### src/rtl/ecsu_gen2.sv
// ---------------------------------------------------------------------------
// ecsu_gen2 - environmental condition supervisory unit, second generation.
//
// Each valid weather sample is classified into one of four severity levels:
// NORMAL(0), CAUTION(1), SEVERE(2) or EMERGENCY(3). Escalation is immediate
// and may skip levels. De-escalation drops one level per persistence window
// of PERSIST consecutive valid lower-level samples. EMERGENCY is left only
// through a pilot acknowledge, and always exits into SEVERE.
//
// Optional feature macro: ECSU_EVENT_CNT_EN
//   When defined, severe_events counts entries from state 0/1 into state 2/3
//   and saturates at all-ones. When undefined, severe_events is tied to 0.
//
// Ports:
//   CLK, RST_N               clock (rising edge), async active-low reset
//   sensor_valid             sample qualifier; all other inputs ignored when low
//   thunderstorm, wind,
//   visibility, temperature  sensor sample (temperature two's complement)
//   alert_ack                pilot acknowledge, only meaningful in EMERGENCY
//   ECSU_state               current severity level (registered)
//   severe_weather           ECSU_state >= SEVERE (registered)
//   emergency_landing_alert  ECSU_state == EMERGENCY (registered)
//   severe_events            severe-entry event count
// ---------------------------------------------------------------------------
module ecsu_gen2 #(
   parameter int WIND_W       = 6,
   parameter int TEMP_W       = 8,
   parameter int WIND_CAUTION = 10,
   parameter int WIND_SEVERE  = 15,
   parameter int WIND_EMERG   = 20,
   parameter int TEMP_SEVERE  = 35,
   parameter int TEMP_EMERG   = 40,
   parameter int PERSIST      = 4,
   parameter int EVT_W        = 8
) (
   input  logic              CLK,
   input  logic              RST_N,
   input  logic              sensor_valid,
   input  logic              thunderstorm,
   input  logic [WIND_W-1:0] wind,
   input  logic [1:0]        visibility,
   input  logic [TEMP_W-1:0] temperature,
   input  logic              alert_ack,
   output logic [1:0]        ECSU_state,
   output logic              severe_weather,
   output logic              emergency_landing_alert,
   output logic [EVT_W-1:0]  severe_events
);

   localparam int CNT_W = $clog2(PERSIST) + 1;
   localparam logic [CNT_W-1:0] CNT_LAST = CNT_W'(PERSIST - 1);

   // Thresholds brought to the input widths: wind zero-extended, temperature
   // sign-extended so that the signed comparisons below are exact.
   localparam logic [WIND_W-1:0]        W_CAU  = WIND_W'(WIND_CAUTION);
   localparam logic [WIND_W-1:0]        W_SEV  = WIND_W'(WIND_SEVERE);
   localparam logic [WIND_W-1:0]        W_EMG  = WIND_W'(WIND_EMERG);
   localparam logic signed [TEMP_W-1:0] T_SEV  = TEMP_W'(TEMP_SEVERE);
   localparam logic signed [TEMP_W-1:0] T_SEVN = TEMP_W'(-TEMP_SEVERE);
   localparam logic signed [TEMP_W-1:0] T_EMG  = TEMP_W'(TEMP_EMERG);
   localparam logic signed [TEMP_W-1:0] T_EMGN = TEMP_W'(-TEMP_EMERG);

   typedef enum logic [1:0] {
      NORMAL    = 2'd0,
      CAUTION   = 2'd1,
      SEVERE    = 2'd2,
      EMERGENCY = 2'd3
   } state_t;

   state_t           state_q, state_d, level;
   logic [CNT_W-1:0] cnt_q, cnt_d;
   logic signed [TEMP_W-1:0] temp_s;
   logic             emerg_c, severe_c, caution_c;

   assign temp_s = $signed(temperature);

   // ---- sample classification ----
   always_comb begin
      emerg_c   = (temp_s < T_EMGN) || (temp_s > T_EMG) || (wind > W_EMG);
      severe_c  = thunderstorm || (temp_s < T_SEVN) || (temp_s > T_SEV) ||
                  (wind > W_SEV) || (visibility == 2'd3);
      caution_c = (wind > W_CAU) || (visibility == 2'd1) || (visibility == 2'd2);
      level     = NORMAL;
      if (emerg_c)        level = EMERGENCY;
      else if (severe_c)  level = SEVERE;
      else if (caution_c) level = CAUTION;
   end

   // ---- next state / persistence counter ----
   always_comb begin
      state_d = state_q;
      cnt_d   = cnt_q;
      if (sensor_valid) begin
         if (state_q == EMERGENCY) begin
            // ack is sampled, never latched: it must coincide with a
            // non-emergency sample to release the alert.
            if (alert_ack && level != EMERGENCY) state_d = SEVERE;
            cnt_d = '0;
         end else if (level > state_q) begin
            state_d = level;
            cnt_d   = '0;
         end else if (level == state_q) begin
            cnt_d = '0;
         end else if (cnt_q >= CNT_LAST) begin
            // This sample completes the window: drop exactly one level.
            state_d = state_t'(state_q - 2'd1);
            cnt_d   = '0;
         end else begin
            // cnt_q < CNT_LAST here, so the increment cannot wrap.
            cnt_d = cnt_q + 1'b1;
         end
      end
   end

   always_ff @(posedge CLK or negedge RST_N) begin
      if (!RST_N) begin
         state_q                 <= NORMAL;
         cnt_q                   <= '0;
         severe_weather          <= 1'b0;
         emergency_landing_alert <= 1'b0;
      end else begin
         state_q                 <= state_d;
         cnt_q                   <= cnt_d;
         severe_weather          <= (state_d == SEVERE) || (state_d == EMERGENCY);
         emergency_landing_alert <= (state_d == EMERGENCY);
      end
   end

   assign ECSU_state = state_q;

`ifdef ECSU_EVENT_CNT_EN
   logic [EVT_W-1:0] evt_q;
   logic             enter_sev;

   // Only upward crossings of the SEVERE boundary count; 2<->3 moves do not.
   assign enter_sev = (state_q == NORMAL || state_q == CAUTION) &&
                      (state_d == SEVERE || state_d == EMERGENCY);

   always_ff @(posedge CLK or negedge RST_N) begin
      if (!RST_N)                       evt_q <= '0;
      else if (enter_sev && evt_q != '1) evt_q <= evt_q + 1'b1;
   end

   assign severe_events = evt_q;
`else
   assign severe_events = '0;
`endif

endmodule

### config.mk
export PLATFORM = sky130hd
export DESIGN_NAME = ecsu_gen2
export DESIGN_NICKNAME = d
export VERILOG_FILES = /design/src/rtl/ecsu_gen2.sv
export SDC_FILE = /design/constraint.sdc
export NUM_CORES = 1
export LEC_CHECK = 0
export CAP_MARGIN = 40
export CORE_ASPECT_RATIO = 0.8
export CORE_MARGIN = 1
export CORE_UTILIZATION = 41
export CTS_BUF_LIST = sky130_fd_sc_hd__clkbuf_8
export DETAILED_ROUTE_END_ITERATION = 6
export GPL_ROUTABILITY_DRIVEN = 0
export PLACE_DENSITY = 0.78
export REMOVE_ABC_BUFFERS = 1
export SYNTH_ARGS = -nofsm -noshare
export SYNTH_HDL_FRONTEND = slang
export SYNTH_SLANG_ARGS = --single-unit
### constraint.sdc
create_clock -name CLK -period 2.3 [get_ports CLK]
set_input_delay 0.46 -clock CLK [delete_from_list [all_inputs] [get_ports CLK]]
set_output_delay 0.46 -clock CLK [all_outputs]
set_load 0.005 [all_outputs]
==> flow_summary.toml <==
[grt]
grt_usage = 0.299
grt_pass1_vias = 794
grt_start_max_net_pins = 8
grt_pass1_wl_um = 3620
grt-ovfl-total = 0
antenna_found_initial = 0

[synthesis]
synth_top_family_by_area = "compound AO/OA/AOI/OAI gates"
netlist_area_um2 = 679
synth-simple-area-share = 0.142
async_flop_share = 1.00
synth_top_area_frac = 0.258
yosys.cell_types.count = 33
synthMuxAreaShare = 0.0368
syn_area_per_cell_um2 = 8.60
synth_edf_count = 0
ys_warn_count = 0
synth_cells = 79
synthFlopType = "dfrtp_1"
yosys.area.top_type = "dfrtp_1"
synth_xor_xnor_area_share = 0
ys_top_cells_by_area = "dfrtp_1, ha_1, buf_4"
synth-seq-cells = 7
synth-compound-area-share = 0.322
yosysSeqAreaShare = 0.258
synthAdderAreaFrac = 0.0921

[routing]
post_drt_via_cell_ratio = 5.81
drt_iter0_drc = 40
dr.pass1.iters = 4
wl_per_cell_um = 19.4
final_antenna_net_count = 0
drc = 0
drt_wl_total_um = 2950
route.vias.total = 883

[pwr]
power_density_mw_per_mm2 = 695
total_power_w = 0.000899
leakagePower_nw = 0.582
vdd_ir_drop_max_uv = 646

[setup_path]
cp_max_fo = 5
startpoint_type = "primary input"
r2r-start = "cnt_q[0]"
end_kind = "flop"
cp_data_arrival_time_ps = 2750
crit_type = "primary input to flop"
required_ps = 2470
crit_start = "visibility[1]"

[sta]
maxSlewViolCount = 0
hold_viol_final = 0
rsz0062_at_grt = "true"
clock_skew_ps = 5.85
layout_setup_ws_ps = -282
fin_crit_ps = 2580
finalSetupViolCount = 7
fin_crit_sh = 1.12
max_freq_mhz = 387

[placed_design]
placed_cell_area_mm2 = 0.00101
port_buffers = 24
dp_hpwl_um = 1560
preCtsSetupSlack_ps = -945

[cts]
cts_root_buffer = "clkbuf_8"
hold_buffers = 0
numCtsBuffers = 3
cts.clk_slew.worst_paths_ps = 40
clockBufferDepth = 2
clock_sinks = 7
h-tree-depth = 1
cts_tree = "built"
clkLatencyLatePin_ps = 230

[floorplan]
core-area_mm2 = 0.00147
rows = 12
chipWidth_um = 47.5
dieHeight_um = 38.4
initial_core_util = 0.462
die_area_mm2 = 0.00182
io-pin-count = 33

[flow_run]
drv_cap = 0

[min_path]
hp-class = "primary input to async pin"

[final_layout]
layout.nets = 158
drive_gt1_frac = 0.458
n_antenna_cell = 0
design_area_mm2 = 0.00129
layout_commonest_cell = "buf_4"
postLayoutCoreUtil = 0.878
final_cell_mix = "buf_4, inv_1, conb_1"
syn_to_final_growth_pct = 90.2

[outcome]
outcome = "finished with violations"
violations = "setup timing"
synth_stat cells, types with 2 or more instances:
library cell  instances
a211oi_2              2
a21o_1                2
a21oi_1               4
a2bb2oi_1             2
and2_1                2
buf_4                 8
dfrtp_1               7
ha_1                  5
inv_1                10
nand2_1               2
nor2_1                3
nor3_1                3
nor4_1                2
o21ai_0               5
o21ai_2               2
o22ai_1               2
or3_1                 2
registers in the layout, indices dropped and copies added (netlist names):
register / count
ECSU_state: 2
cnt_q: 3
emergency_landing_alert: 1
severe_weather: 1
critical path, cell delays in order:
cell	delay, ps
buf_8	100
a2111o_1	440
a31oi_4	210
o2111ai_4	130
and2_4	180
ha_4	270
and2_4	190
o21a_1	190
nor3_2	50
a311oi_2	340
a32o_1	180
kinds of logic after synthesis:
| family | Yosys count |
|---|---|
| AOI/OAI and AO/OA | 28 |
| adders and majority gates | 5 |
| buffers and inverters | 18 |
| DFF | 7 |
| muxes | 2 |
| other | 1 |
| and+or+nand+nor | 18 |
power by group:
| part | internal [W] | leakage (nW) | total [W] | switching (W) |
|---|---|---|---|---|
| Sequential | 0.000153 | 0.0835 | 0.000201 | 0.0000489 |
| Combinational | 0.000281 | 0.472 | 0.000523 | 0.000242 |
| Clock | 0.000116 | 0.0269 | 0.000174 | 0.0000579 |
| Total | 0.000550 | 0.582 | 0.000899 | 0.000349 |
repair_timing:
| action | CTS | global route |
|---|---|---|
| pin swaps | 12 | 14 |
| resized for setup | 40 | 27 |
| cloned | 0 | 0 |
| setup buffers | 10 | 2 |
| endpoints found under the setup margin | 7 | 7 |
stage by stage:
step	setup TNS [ps]	hold slack, ps	instances
4_1_cts	-1500	518	150
3_5_place_dp	-5600	530	136
3_3_place_gp	-4810	522	136
6_report	-1340	510	152
2_1_floorplan	-1100	164	78
5_1_grt	-2070	542	152
layer usage:
| metal | vias up | GRT usage | share of wire |
|---|---|---|---|
| met2 | 58 | 0.524 | 0.47 |
| met1 | 432 | 0.338 | 0.42 |
| li1 | 381 | - | - |
| met5 | - | 0 | 0 |
| met3 | 12 | 0.0991 | 0.075 |
| met4 | 0 | 0.0857 | 0.035 |
final timing paths:
path,to,slack (ps),cells past startpoint
worst min-delay path,emergency_landing_alert,510,1
max in group asynchronous,cnt_q[2],1520,1
worst min register to register,cnt_q[0],540,1
worst max register to register,emergency_landing_alert,210,7
min in group CLK,cnt_q[0],540,1
worst max-delay path,emergency_landing_alert,-280,11
cell type report:
| cell class | instances | area [µm²] |
|---|---|---|
| Tap cell | 21 | 26.3 |
| Fill cell | 64 | 179 |
| Clock inverter | 1 | 3.75 |
| Sequential cell | 7 | 175 |
| Clock buffer | 3 | 41.3 |
| Inverter | 10 | 37.5 |
| Timing Repair Buffer | 49 | 424 |
| Multi-Input combinational cell | 61 | 584 |
Power figures use the tool's default switching activity.
